===== src/rtl/pipe_hazard_ctrl_pkg.sv =====
// Shared constants, select type and hazard/forwarding helpers for the pipeline hazard controller.
package phc_pkg;

  localparam int unsigned REG_AW = 5;

  typedef logic [1:0] fwd_sel_t;

  localparam fwd_sel_t FWD_RF = 2'd0;
  localparam fwd_sel_t FWD_E  = 2'd1;
  localparam fwd_sel_t FWD_M  = 2'd2;
  localparam fwd_sel_t FWD_W  = 2'd3;

  localparam logic [1:0] TUSE_NONE = 2'd3;

  localparam logic MDOP_MULT = 1'b0;
  localparam logic MDOP_DIV  = 1'b1;

  // Operand needs a value that an in-flight producer cannot supply before its Tuse.
  function automatic logic data_hazard(
    input logic [REG_AW-1:0] addr,
    input logic [1:0]        tuse,
    input logic [REG_AW-1:0] a3_e,
    input logic [1:0]        tnew_e,
    input logic [REG_AW-1:0] a3_m,
    input logic [1:0]        tnew_m
  );
    logic hz;
    hz = 1'b0;
    if (addr != '0 && tuse != TUSE_NONE) begin
      if (addr == a3_e && tuse < tnew_e) hz = 1'b1;
      if (addr == a3_m && tuse < tnew_m) hz = 1'b1;
    end
    return hz;
  endfunction

  // Youngest ready producer wins; $0 is never forwarded.
  function automatic fwd_sel_t fwd_select(
    input logic [REG_AW-1:0] addr,
    input logic [REG_AW-1:0] a3_e,
    input logic [1:0]        tnew_e,
    input logic [REG_AW-1:0] a3_m,
    input logic [1:0]        tnew_m,
    input logic [REG_AW-1:0] a3_w
  );
    fwd_sel_t sel;
    sel = FWD_RF;
    if (addr != '0) begin
      if (addr == a3_e && tnew_e == 2'd0)      sel = FWD_E;
      else if (addr == a3_m && tnew_m == 2'd0) sel = FWD_M;
      else if (addr == a3_w)                   sel = FWD_W;
    end
    return sel;
  endfunction

endpackage


===== src/rtl/pipe_hazard_ctrl_md_busy.sv =====
// Multiply/divide busy counter: loads the op latency when an MDU op enters E, then counts down to 0.
module phc_md_busy
  import phc_pkg::*;
#(
  parameter int unsigned MULT_CYC = 5,
  parameter int unsigned DIV_CYC  = 10,
  parameter int unsigned CNT_W    = 4
) (
  input  logic phc_clk_i,
  input  logic phc_rst_i,
  input  logic md_start,
  input  logic md_op,
  output logic md_busy
);

  logic [CNT_W-1:0] cnt_q;
  logic [CNT_W-1:0] load_val;

  assign load_val = (md_op == MDOP_DIV) ? CNT_W'(DIV_CYC) : CNT_W'(MULT_CYC);

  // A new start reloads even if the previous op has not drained.
  always_ff @(posedge phc_clk_i or posedge phc_rst_i) begin
    if (phc_rst_i) begin
      cnt_q <= '0;
    end else if (md_start) begin
      cnt_q <= load_val;
    end else if (cnt_q != '0) begin
      cnt_q <= cnt_q - CNT_W'(1);
    end
  end

  assign md_busy = (cnt_q != '0);

endmodule


===== src/rtl/pipe_hazard_ctrl.sv =====
// D-stage hazard controller: stall/bubble decision, D-stage forwarding selects and MDU busy tracking.
// Optional PHC_PERF_CNT_EN adds free-running stall event counters.
module pipe_hazard_ctrl
  import phc_pkg::*;
#(
  parameter int unsigned MULT_CYC = 5,
  parameter int unsigned DIV_CYC  = 10,
  parameter int unsigned CNT_W    = 4
) (
  input  logic              phc_clk_i,
  input  logic              phc_rst_i,
  input  logic [REG_AW-1:0] phc_rs_D_i,
  input  logic [REG_AW-1:0] phc_rt_D_i,
  input  logic [1:0]        phc_tuse_rs_D_i,
  input  logic [1:0]        phc_tuse_rt_D_i,
  input  logic              phc_md_D_i,
  input  logic [REG_AW-1:0] phc_a3_E_i,
  input  logic [1:0]        phc_tnew_E_i,
  input  logic [REG_AW-1:0] phc_a3_M_i,
  input  logic [1:0]        phc_tnew_M_i,
  input  logic [REG_AW-1:0] phc_a3_W_i,
  input  logic              phc_mdstart_E_i,
  input  logic              phc_mdop_E_i,
  output logic              phc_stall_o,
  output logic              phc_clr_E_o,
  output logic              phc_mdbusy_o,
  output fwd_sel_t          phc_fwd_rs_D_o,
  output fwd_sel_t          phc_fwd_rt_D_o
`ifdef PHC_PERF_CNT_EN
  ,
  output logic [31:0]       phc_stallcnt_o,
  output logic [31:0]       phc_mdstallcnt_o
`endif
);

  logic md_busy;
  logic hz_rs;
  logic hz_rt;
  logic hz_data;
  logic hz_md;
  logic stall;

  phc_md_busy #(
    .MULT_CYC (MULT_CYC),
    .DIV_CYC  (DIV_CYC),
    .CNT_W    (CNT_W)
  ) u_md_busy (
    .phc_clk_i (phc_clk_i),
    .phc_rst_i (phc_rst_i),
    .md_start  (phc_mdstart_E_i),
    .md_op     (phc_mdop_E_i),
    .md_busy   (md_busy)
  );

  assign hz_rs = data_hazard(phc_rs_D_i, phc_tuse_rs_D_i, phc_a3_E_i, phc_tnew_E_i,
                             phc_a3_M_i, phc_tnew_M_i);
  assign hz_rt = data_hazard(phc_rt_D_i, phc_tuse_rt_D_i, phc_a3_E_i, phc_tnew_E_i,
                             phc_a3_M_i, phc_tnew_M_i);
  assign hz_data = hz_rs | hz_rt;

  // The start cycle itself is covered by mdstart since the counter loads on that edge.
  assign hz_md = phc_md_D_i & (md_busy | phc_mdstart_E_i);

  // Outputs are forced quiet while reset is held.
  assign stall          = ~phc_rst_i & (hz_data | hz_md);
  assign phc_stall_o    = stall;
  assign phc_clr_E_o    = stall;
  assign phc_mdbusy_o   = md_busy;
  assign phc_fwd_rs_D_o = phc_rst_i ? FWD_RF
                        : fwd_select(phc_rs_D_i, phc_a3_E_i, phc_tnew_E_i,
                                     phc_a3_M_i, phc_tnew_M_i, phc_a3_W_i);
  assign phc_fwd_rt_D_o = phc_rst_i ? FWD_RF
                        : fwd_select(phc_rt_D_i, phc_a3_E_i, phc_tnew_E_i,
                                     phc_a3_M_i, phc_tnew_M_i, phc_a3_W_i);

`ifdef PHC_PERF_CNT_EN
  logic [31:0] stallcnt_q;
  logic [31:0] mdstallcnt_q;

  // MDU-only count excludes cycles where a data hazard would have stalled anyway.
  always_ff @(posedge phc_clk_i or posedge phc_rst_i) begin
    if (phc_rst_i) begin
      stallcnt_q   <= '0;
      mdstallcnt_q <= '0;
    end else begin
      if (stall)             stallcnt_q   <= stallcnt_q + 32'd1;
      if (hz_md && !hz_data) mdstallcnt_q <= mdstallcnt_q + 32'd1;
    end
  end

  assign phc_stallcnt_o   = stallcnt_q;
  assign phc_mdstallcnt_o = mdstallcnt_q;
`endif

endmodule


===== config.mk =====
export PLATFORM = sky130hd
export DESIGN_NAME = pipe_hazard_ctrl
export DESIGN_NICKNAME = d
export VERILOG_FILES = /design/src/rtl/pipe_hazard_ctrl_pkg.sv /design/src/rtl/pipe_hazard_ctrl_md_busy.sv /design/src/rtl/pipe_hazard_ctrl.sv
export SDC_FILE = /design/constraint.sdc
export NUM_CORES = 1
export LEC_CHECK = 0
export ABC_AREA = 0
export ABC_CLOCK_PERIOD_IN_PS = 2840
export CAP_MARGIN = 20
export CORE_MARGIN = 2
export CORE_UTILIZATION = 38
export DETAILED_ROUTE_END_ITERATION = 10
export GPL_TIMING_DRIVEN = 0
export PLACE_DENSITY = 0.75
export REMOVE_ABC_BUFFERS = 1
export SYNTH_ARGS = -nofsm -noshare
export SYNTH_HDL_FRONTEND = slang
export SYNTH_SLANG_ARGS = --single-unit

===== constraint.sdc =====
create_clock -name phc_clk_i -period 2.84 [get_ports phc_clk_i]
set_input_delay 0.568 -clock phc_clk_i [delete_from_list [all_inputs] [get_ports phc_clk_i]]
set_output_delay 0.568 -clock phc_clk_i [all_outputs]
set_load 0.01 [all_outputs]

Word level (Yosys, flattened, before mapping):

Cells that the tools add are included.

* logic and storage cells: 55
* register bits: 4

* add/sub/neg operators: 1
* muxes and demuxes: 19
* equality and inequality tests: 8
* bitwise logic cells: 6
* reductions and logical operators: 16
* order comparisons: 4

Operators with widths (number)
* 5-bit equality test: 6
* 2-bit 2-to-1 mux: 10
* 4-bit 2-to-1 mux: 3
* 1-bit logical AND: 10
* 5-bit nonzero test: 2
* 2-bit < comparator: 4
* 1-bit 2-to-1 mux: 6
* 2-bit logical NOT: 2
* 2-bit != test (second input constant): 2
* 4-bit nonzero test: 1
* 4-bit by 1-bit subtractor with 4-bit output (second input constant): 1
* 1-bit OR: 3
* 1-bit bitwise AND: 2
* 2-bit nonzero test: 1
* 1-bit NOT: 1

Depth between registers and ports, before layout:

Gate-level depths: netlist (run 1).

* depth after elaboration: 8
* depth in mapped cells: 8
* depth with buffers taken out: 6

By module:

From an unflattened synthesis (run 1), not the netlist that was laid out.

* cell total of the unflattened synthesis: 109
* area total of the unflattened synthesis: 853.3 sq um

Modules (own cells, without submodules)
* pipe_hazard_ctrl: sequential area each 0.0 sq um, area an instance 590.6 sq um, cells an instance 81, instances 1
* phc_md_busy: sequential area each 100.1 sq um, area an instance 262.8 sq um, cells an instance 28, instances 1

Worst setup path after synthesis (run 1):

Ideal clock, no wire load.

* path type: in2out
* start point: in phc_tnew_E_i[1]
* end point: out phc_stall_o
* stages on the path: 7
* path slack: 347 ps
* arrival: 1925 ps
* path buffers: 1
* cells stage by stage: inv_1 ha_1 a21oi_1 or4b_1 a221oi_2 a211o_1 buf_4

* cells in the longest elaborated chain, start to end: 8
* elaborated cells between the ends (all ways): 13
* those cells by class: 2 x order compare; 6 x mux; 3 x bitwise; 2 x reduce/logical

Ends and longest elaborated chain
* from (decl): RTL line pipe_hazard_ctrl.sv:18 `input logic [1:0] phc_tnew_E_i,`
* 2-bit < comparator: RTL line pipe_hazard_ctrl_pkg.sv:30 `if (addr == a3_e && tuse < tnew_e) hz = 1'b1;`
* 1-bit logical AND: RTL line pipe_hazard_ctrl_pkg.sv:30
* 1-bit 2-to-1 mux: RTL line pipe_hazard_ctrl_pkg.sv:30
* 1-bit 2-to-1 mux: RTL line pipe_hazard_ctrl_pkg.sv:31 `if (addr == a3_m && tuse < tnew_m) hz = 1'b1;`
* 1-bit 2-to-1 mux: RTL line pipe_hazard_ctrl_pkg.sv:29 `if (addr != '0 && tuse != TUSE_NONE) begin`
* 1-bit OR (*): RTL line pipe_hazard_ctrl.sv:59 `assign hz_data = hz_rs | hz_rt;`
* 1-bit OR (*): RTL line pipe_hazard_ctrl.sv:65 `assign stall = ~phc_rst_i & (hz_data | hz_md);`
* 1-bit bitwise AND (*): RTL line pipe_hazard_ctrl.sv:65
* to (decl): RTL line pipe_hazard_ctrl.sv:24 `output logic phc_stall_o,`

Every way passes the cells marked *; elsewhere a longest branch is shown, timed or not.

Worst setup path after layout (run 1):

* start point: in phc_a3_W_i[2]
* end point: out phc_fwd_rt_D_o[0]

* cells in the longest elaborated chain, start to end: 6

Ends and longest elaborated chain
* from (decl): RTL line pipe_hazard_ctrl.sv:21 `input logic [REG_AW-1:0] phc_a3_W_i,`
* 5-bit equality test: RTL line pipe_hazard_ctrl_pkg.sv:50 `else if (addr == a3_w) sel = FWD_W;`
* 2-bit 2-to-1 mux: RTL line pipe_hazard_ctrl_pkg.sv:50
* 2-bit 2-to-1 mux: RTL line pipe_hazard_ctrl_pkg.sv:49 `else if (addr == a3_m && tnew_m == 2'd0) sel = FWD_M;`
* 2-bit 2-to-1 mux: RTL line pipe_hazard_ctrl_pkg.sv:48 `if (addr == a3_e && tnew_e == 2'd0) sel = FWD_E;`
* 2-bit 2-to-1 mux: RTL line pipe_hazard_ctrl_pkg.sv:47 `if (addr != '0) begin`
* 2-bit 2-to-1 mux: RTL line pipe_hazard_ctrl.sv:72 `assign phc_fwd_rt_D_o = phc_rst_i ? FWD_RF`
* to (decl): RTL line pipe_hazard_ctrl.sv:28 `output fwd_sel_t phc_fwd_rt_D_o`

No other way between the ends.

==> results of run 1 <==
[layout make-up]
class                      count  area (um^2)
tap                           27         33.8
multi-input combinational     93          734
inverter                       6         22.5
sequential                     4          100
fill                         187          684
timing repair buffer          45          404
clock buffer                   3         22.5
[power groups by stage]
stage / clock network [W] / registers (W) / logic [W]
2_1_floorplan: 0 / 0.0000797 / 0.000112
3_5_place_dp: 0 / 0.0000820 / 0.000219
5_1_grt: 0.0000816 / 0.0000831 / 0.000241
4_1_cts: 0.0000751 / 0.0000813 / 0.000216
6_report: 0.0000723 / 0.0000816 / 0.000219
3_3_place_gp: 0 / 0.0000816 / 0.000209
[Yosys cell counts (all sizes together) (2+ instances only)]
| cell type | n | share of area |
|---|---|---|
| xnor2 | 16 | 0.17 |
| nor3 | 7 | 0.043 |
| nor2 | 5 | 0.023 |
| xor2 | 17 | 0.18 |
| nand3 | 7 | 0.043 |
| or4 | 2 | 0.018 |
| nand2 | 4 | 0.018 |
| nand2b | 4 | 0.031 |
| a21oi | 8 | 0.049 |
| or2b | 2 | 0.018 |
| ha | 6 | 0.092 |
| dfrtp | 4 | 0.12 |
| a221oi | 3 | 0.040 |
| o21ai | 4 | 0.025 |
| inv | 6 | 0.028 |
| o31ai | 2 | 0.018 |
[logic make-up (layout without fill, tap and decap cells)]
group                      count (synthesis)  in the layout
DFF                                        4              4
adders and majority gates                  6              6
xor gates and xnor gates                  33             33
AOI/OAI and AO/OA                         21             21
buffers and inverters                      8             54
and+or+nand+nor                           33             33
[cell usage in the layout (no fill, tap or decap)]
cell / instances
nor3_4: 1
clkdlybuf4s15_2: 2
a21oi_2: 2
nor3_1: 4
or4_1: 2
buf_2: 2
a221oi_1: 2
o21ai_0: 2
ha_4: 1
inv_2: 1
clkdlybuf4s50_1: 18
buf_4: 1
inv_1: 5
a22o_1: 1
clkbuf_2: 4
or4b_4: 1
o21ai_2: 2
nor2_1: 5
nand2_1: 4
clkbuf_4: 3
a211o_1: 1
o211a_1: 1
clkdlybuf4s15_1: 2
a21o_1: 1
o31ai_1: 2
dlymetal6s2s_1: 1
xnor2_1: 16
a21oi_1: 6
dfrtp_1: 4
nor3_2: 2
and2_1: 1
xor2_1: 17
nand3_1: 7
nand2b_1: 4
ha_1: 5
dlygate4sd2_1: 15
a221oi_2: 1
or2b_1: 2
[routing by layer]
layer  global-route usage  up-vias
li1                     -      460
met1                0.205      439
met2                0.388       45
met3               0.0417        7
met4                0.113        0
met5                    0        -
[through the flow]
step | hold slack [ns] | cells | worst slack (ns)
after floorplan | 0.355 | 103 | 0.439
after global placement | 0.573 | 174 | -0.644
after detailed placement | 0.582 | 174 | -0.671
after CTS | 0.564 | 178 | 0.0102
after global routing | 0.581 | 178 | 0.00237
final | 0.561 | 178 | 0.0772
[worst register-to-register path: stages (launching register included)]
cell and delay (ns):
dfrtp_1 0.37, inv_1 0.12, ha_1 0.17, and2_1 0.25, nor2_1 0.07, a21oi_1 0.13
o21ai_0 0.10
[what timing repair did]
action | 4_1_cts | 5_1_grt
pin swaps | 5 | 7
endpoints found under the hold margin | 0 | 0
setup endpoints to repair | 6 | 3
gates resized for setup | 47 | 11
buffers inserted | 1 | 0
[worst paths after layout]
kind / from / endpoint / slack, ns / cells after the start
max: phc_a3_W_i[2] / phc_fwd_rt_D_o[0] / 0.08 / 7
min: phc_rst_i / u_md_busy.cnt_q[0] / 0.56 / 2
max reg2reg: u_md_busy.cnt_q[0] / u_md_busy.cnt_q[1] / 1.48 / 6
min reg2reg: u_md_busy.cnt_q[3] / u_md_busy.cnt_q[3] / 0.59 / 2
max in group asynchronous: phc_rst_i / u_md_busy.cnt_q[1] / 2.05 / 2
min in group phc_clk_i: u_md_busy.cnt_q[3] / u_md_busy.cnt_q[3] / 0.59 / 2
==> impl_metrics.toml, run 1 <==
[drt]
wl_met1_um = 928
wl_mm = 2.42
vias = 951
routed-wl-met3_um = 165
routed.top_layer = "met4"
detail-route-antenna-nets = 0
viasPerCell = 5.34
dr_wl_met2_mm = 1.26
firstDrtPassIters = 4
drc = 0
wl_per_cell_um = 13.6
drt_iter0_markers = 15

[floorplanning]
die_w_um = 50.3
rows = 16
core_area_um2 = 2000
die_y_um = 50.3
start_util = 0.407
dieArea_um2 = 2530
io-pin-count = 45

[power]
p_per_area_nw_per_um2 = 283
pwr-share-seq = 0.219
leakage_nw = 0.565
max-vdd-ir-drop_mv = 0.153
power.switching_w = 0.000142
p_sw_frac = 0.382
p_total_w = 0.000373
p_comb_frac = 0.587
intPower_w = 0.000230
p_clk_frac = 0.194

[flow_run]
max_cap_violations = 0

[clock_network]
htreeDepth = 1
clkSlewWorstSetupHoldPaths_ns = 0.04
numCtsBuffers = 3
cts_tree = "yes"
clock_path_buffers = 2
cts_num_sinks = 4
cts_root_buf = "clkbuf_4"
insertion_delay_ns = 0.24
cts_hold_buffers = 0

[sta]
slew_viol_final = 0
clock_skew_ns = 0.00704
fin_setup_tns_ns = 0
max_freq_ghz = 0.362
final_hold_viol_count = 0
fin_crit_ns = 2.76
tightest_slew_ns = 0.287
relSlewSlack = 0.809
rsz0062_at_grt = "no"
fin_crit_sh = 0.973
setup_viol = 0

[synth]
synthXorXnorAreaFrac = 0.354
synthAdderAreaFrac = 0.0920
synth_cell_types = 26
synthArstFlopShare = 1.00
synth_top_family_by_area = "XOR/XNOR gates"
synthMuxAreaShare = 0
synth_edf_count = 0
seq_area_frac_synth = 0.123
syn-cell-area_um2 = 816
postSynthCellCount = 105
synth-seq-cells = 4
synth-simple-area-share = 0.215
synth_compound_area_frac = 0.175
synth-main-ff-cell = "dfrtp_1"
yosysWarnings = 0
syn_avg_cell_area_um2 = 7.77

[cells_and_area]
reg_top3 = "u_md_busy.cnt_q: 4 flops"
nets = 197
drive_gt1_frac = 0.152
diodes = 0
largest_register_ffs = 4
fin_area_um2 = 1320
postLayoutCoreUtil = 0.658
top_register = "u_md_busy.cnt_q"
syn_to_final_growth_pct = 61.5

[global_route]
grt_max_degree = 8
track_usage = 0.205
grt_pass1_wl_mm = 4.04
overflow = 0
antenna_found_initial = 0
grt_pass1_vias = 1016

[worst_setup_path]
setup.worst_path.class = "in -> out"
crit_family = "buffers and inverters"
cp.buffers_inverters = 2
worstPathMaxFanout = 2
crit_path_max_incr_delay_ns = 0.46
cp.arrival_ns = 2.19
cp_cell_sequence = "clkdlybuf4s50_1 > xor2_1 > nor3_1 > nand3_1 > nand2b_1 > a21oi_1 > dlygate4sd2_1"
cp-start-kind = "input pin"
slowest_stage = "clkdlybuf4s50_1"
crit_path_end_kind = "output pin"
required_ns = 2.27

[placement]
place_congestion = 0.916
numPortBuffers = 44
place_area_um2 = 1280
hpwl_mm = 2.02

[min_path]
hold_class = "in -> async"

[outcome]
status = "finished clean"
Note: power is estimated with default switching activity, not from simulation.
==> run 2, diff against run 1 <==
- CORE_MARGIN: 2 -> 10
==> run 2 against run 1 <==
  * Die area is 74% higher
  * Core utilization increased by 0.75 points
  * Worst setup slack better by 0.012 ns
  * Sequential share of layout area down 0.086 points
  * Final area up 1.1%
  * Combinational power decreased by 3%
  * Largest power group unchanged
  * Sequential cell count unchanged
  * Global-route usage down 7.4 points
  * Largest cell class unchanged
  * Worst hold slack got worse by 0.0045 ns
==> impl_metrics.toml, run 2 (synthesis results as in run 1) <==
[outcome]
status = "finished clean"

[cells_and_area]
layout.cells.non_filler = 178
reg_top3 = "u_md_busy.cnt_q: 4 flops"
drive_gt1_frac = 0.166
layout_commonest_cell = "clkdlybuf4s50_1"
final_cell_mix = "clkdlybuf4s50_1, xor2_1, xnor2_1"
nets = 197
fin_area_um2 = 1330
diodes = 0
top_register = "u_md_busy.cnt_q"
largest_register_ffs = 4
syn_to_final_growth_pct = 63.3
n_fill_cell = 185

[clock_network]
cts_num_sinks = 4
cts_tree = "yes"
numCtsBuffers = 3
clkSlewWorstSetupHoldPaths_ns = 0.04
htreeDepth = 1
clock_path_buffers = 2
insertion_delay_ns = 0.24
cts_root_buf = "clkbuf_4"

[global_route]
grt_pass1_wl_mm = 4.71
overflow = 0
track_usage = 0.131
antenna_found_initial = 0
grt_pass1_vias = 1068
grt_max_degree = 8

[sta]
fin_crit_ns = 2.75
fin_crit_sh = 0.969
rsz0062_at_grt = "no"
clock_skew_ns = 0.00545
final_hold_viol_count = 0
whs_ns = 0.557
slew_viol_final = 0
setup_viol = 0
tightest_slew_ns = 0.312
relSlewSlack = 0.791
max_freq_ghz = 0.364

[flow_run]
max_cap_violations = 0

[worst_setup_path]
slowest_stage = "clkdlybuf4s50_1"
crit_path_end_kind = "output pin"
cp.buffers_inverters = 2
cp_cell_sequence = "clkdlybuf4s50_1 > xor2_1 > nor3_2 > nand3_1 > a221oi_1 > dlygate4sd2_1"
cp.arrival_ns = 2.18
crit_path_max_incr_delay_ns = 0.44
required_ns = 2.27
setup.worst_path.class = "in -> out"
worstPathMaxFanout = 2
cp-start-kind = "input pin"
crit_family = "buffers and inverters"

[floorplanning]
core_area_um2 = 2000
die_w_um = 66.3
dieArea_um2 = 4400
start_util = 0.407
die_y_um = 66.3
io-pin-count = 45
rows = 16

[drt]
drc = 0
wl_mm = 2.69
viasPerCell = 5.28
firstDrtPassIters = 4
wl_per_cell_um = 15.1
detail-route-antenna-nets = 0
drt_iter0_markers = 18
vias = 939

[placement]
place_area_um2 = 1280
hpwl_mm = 2.38
place_congestion = 0.972
numPortBuffers = 44
dp_cells = 174

[power]
leakage_nw = 0.583
p_per_area_nw_per_um2 = 276
p_total_w = 0.000368
max-vdd-ir-drop_mv = 0.160

[min_path]
hold_class = "in -> async"
[run 2: cell types whose count changed in the layout (fill, tap and decap cells not counted), sizes merged]
cell	change
dlymetal6s2s	+2
dlygate4sd2	-2
[run 2: final cells by class]
cell class / count / area [um^2] / area share
multi-input cells: 93 / 742 / 0.557
clock buffers: 3 / 22.5 / 0.0169
inverters: 6 / 22.5 / 0.0169
flip-flops and latches: 4 / 100 / 0.0751
repair buffers: 45 / 412 / 0.309
well taps: 27 / 33.8 / 0.0254
[run 2: path summary, 6_finish.rpt]
check,startpoint,to,slack [ns],cells after the start
max,phc_a3_M_i[1],phc_fwd_rt_D_o[1],0.09,6
min reg2reg,u_md_busy.cnt_q[3],u_md_busy.cnt_q[3],0.59,2
min,phc_rst_i,u_md_busy.cnt_q[0],0.56,2
min in group phc_clk_i,u_md_busy.cnt_q[3],u_md_busy.cnt_q[3],0.59,2
max in group asynchronous,phc_rst_i,u_md_busy.cnt_q[3],2.06,2
max reg2reg,u_md_busy.cnt_q[0],u_md_busy.cnt_q[1],1.59,6
[run 2: layer usage]
metal	vias up	GRT usage	wire (um)	part of all wire
li1	460	-	-	-
met1	435	0.137	1090	0.41
met2	39	0.233	1280	0.48
met3	5	0.0559	266	0.099
met4	0	0.0340	46	0.017
met5	-	0	0	0
[run 2: what timing repair did]
item,CTS,global route
gates resized for setup,41,19
setup endpoints to repair,6,3
gates cloned,0,0
buffers inserted,0,1
hold buffers,0,0
pin swaps,5,9
[run 2: worst register-to-register path, delay by kind of cell (launching register included)]
kind / cells / cell delay [ns]
AO/OA/AOI/OAI: 2 / 0.19
adder cells (fa/ha/maj): 1 / 0.14
buffers and inverters: 1 / 0.10
flip-flops: 1 / 0.37
AND/OR/NAND/NOR: 2 / 0.31
[run 2: stage by stage]
step                      setup WS, ns  TNS [ns]  utilization
after floorplan                  0.439         0            -
after global placement          -0.685     -2.67        0.639
after detailed placement        -0.692     -2.82        0.639
after CTS                     0.000371         0        0.649
after global routing           0.00397         0        0.666
final                           0.0891         0        0.666
[run 2: power by group]
part | leakage [nW] | total, W | switching, W | internal (W)
clock network | 0.0138 | 0.0000735 | 0.0000261 | 0.0000474
registers | 0.0483 | 0.0000812 | 0.0000101 | 0.0000711
logic | 0.521 | 0.000213 | 0.000101 | 0.000112
total | 0.583 | 0.000368 | 0.000137 | 0.000230
==> run 3, diff against run 2 <==
- REMOVE_ABC_BUFFERS: 1 -> default
==> run 3 against run 2 <==
  * Count of clock-buffer cells in the layout unchanged
  * Clock skew increased by 0.0063 ns
  * Wire length increased by 17%
  * Final area increased by 5.9%
  * Via count increased by 3.1%
  * Non-clock buffer count increased by 5
  * Die area unchanged
  * Global-route usage increased by 0.52 points
  * Largest cell class unchanged
==> impl_metrics.toml, run 3 (synthesis results as in run 1) <==
[worst_setup_path]
cpMostUsedCell = "buf_4"
slowest_stage = "or4b_4"
cp.buffers_inverters = 3
cp-start-kind = "input pin"
crit_path_end_kind = "output pin"
crit_family = "compound AO/OA/AOI/OAI gates"
setup.worst_path.class = "in -> out"
worstPathMaxFanout = 3
cp_cell_sequence = "clkdlybuf4s15_2 > ha_4 > a21oi_4 > or4b_4 > a221oi_4 > a211o_1 > buf_4 > buf_4"
crit_path_max_incr_delay_ns = 0.48
required_ns = 2.27
cp.arrival_ns = 2.23

[sta]
fin_crit_sh = 0.986
tightest_slew_ns = 0.332
clock_skew_ns = 0.0117
worst_slack_ns = 0.0405
slew_viol_final = 0
final_hold_viol_count = 0
relSlewSlack = 0.778
max_freq_ghz = 0.357
fin_crit_ns = 2.80
setup_viol = 0

[clock_network]
htreeDepth = 1
cts_num_sinks = 4
numCtsBuffers = 3
cts_root_buf = "clkbuf_4"
cts_tree = "yes"
cts_hold_buffers = 0
insertion_delay_ns = 0.24
clock_path_buffers = 2
clkSlewWorstSetupHoldPaths_ns = 0.05

[global_route]
grt_pass1_wl_mm = 4.90
grt_max_degree = 8
track_usage = 0.136
overflow = 0
antenna_found_initial = 0
grt_pass1_vias = 1123

[synth]
syn_nets = 149

[placement]
place_congestion = 0.975
hpwl_mm = 2.40
place_area_um2 = 1290
numPortBuffers = 44
place_ws_ns = -0.746

[drt]
detail-route-antenna-nets = 0
drc = 0
viasPerCell = 5.29
wl_per_cell_um = 17.1
wl_mm = 3.13
drt_iter0_markers = 33
firstDrtPassIters = 6
vias = 968

[min_path]
hold_class = "in -> async"

[floorplanning]
die_y_um = 66.3
dieArea_um2 = 4400
die_w_um = 66.3
start_util = 0.407
io-pin-count = 45
rows = 16
core_area_um2 = 2000

[cells_and_area]
n_fill_cell = 165
final_cell_mix = "xor2_1, xnor2_1, clkdlybuf4s50_1"
layout_commonest_cell = "xor2_1"
drive_gt1_frac = 0.244
largest_register_ffs = 4
fin_area_um2 = 1410
nets = 202
reg_top3 = "u_md_busy.cnt_q: 4 flops"
top_register = "u_md_busy.cnt_q"
syn_to_final_growth_pct = 73.0
diodes = 0

[flow_run]
max_cap_violations = 0

[power]
p_per_area_nw_per_um2 = 278
p_sw_frac = 0.391
p_clk_frac = 0.187
pwr-share-seq = 0.211
leakage_nw = 0.647
max-vdd-ir-drop_mv = 0.293
power.switching_w = 0.000153
intPower_w = 0.000239
p_comb_frac = 0.602

[outcome]
status = "finished clean"
run 3: changes by cell type in the layout (fill, tap and decap cells not counted), moves of 2 or more:
cell	previous run	this run
buf_4	1	6
clkdlybuf4s50_1	18	14
clkbuf_2	4	7
a221oi_2	2	0
dlymetal6s2s_1	3	5
nand3_1	7	5
nand3_2	0	2
xor2_1	17	15
xor2_2	0	2
run 3: repair_timing:
item	in CTS	in global routing
setup endpoints to repair	6	3
resized for setup	49	34
buffers inserted	1	3
hold endpoints to repair	0	0
pin swaps	5	13
cloned	0	0
run 3: power by group through the flow:
stage                      clock, W  sequential (W)  combinational [W]
after floorplan                   0       0.0000797           0.000115
after global placement            0       0.0000817           0.000211
after detailed placement          0       0.0000817           0.000218
after CTS                 0.0000742       0.0000822           0.000220
after global routing      0.0000819       0.0000835           0.000262
final                     0.0000733       0.0000828           0.000237
run 3: layout make-up:
type | count | area, um^2 | area share
Buffer | 2 | 11.3 | 0.00798
Sequential cell | 4 | 100 | 0.0709
Clock buffer | 3 | 22.5 | 0.0160
Tap cell | 27 | 33.8 | 0.0239
Timing Repair Buffer | 48 | 417 | 0.295
Multi-Input combinational cell | 93 | 805 | 0.570
Inverter | 6 | 22.5 | 0.0160
run 3: worst paths after layout:
check | start | endpoint | slack, ns | cells after the start
hold / removal | phc_rst_i | u_md_busy.cnt_q[2] | 0.58 | 2
hold reg to reg | u_md_busy.cnt_q[3] | u_md_busy.cnt_q[3] | 0.59 | 2
setup reg to reg | u_md_busy.cnt_q[0] | u_md_busy.cnt_q[1] | 1.38 | 7
max in group asynchronous | phc_rst_i | u_md_busy.cnt_q[1] | 2.00 | 2
setup / recovery | phc_tuse_rt_D_i[1] | phc_stall_o | 0.04 | 8
min in group phc_clk_i | u_md_busy.cnt_q[3] | u_md_busy.cnt_q[3] | 0.59 | 2
run 3: layer usage:
metal	GRT usage	vias to the layer above	routed length, um	share of wire
met5	0	-	0	0
met4	0.0497	0	51	0.016
met3	0.0661	6	267	0.085
met2	0.236	42	1650	0.53
met1	0.138	455	1160	0.37
li1	-	465	-	-
run 3: stage by stage:
step	hold slack [ns]	power (W)	TNS [ns]	utilization	cells
finish	0.582	0.000393	0	0.705	183
global route	0.597	0.000427	-0.0297	0.705	183
CTS	0.572	0.000376	-0.0430	0.669	180
detailed placement	0.572	0.000300	-2.89	0.644	176
global placement	0.577	0.000293	-2.84	0.644	176
floorplan	0.355	0.000195	0	-	105
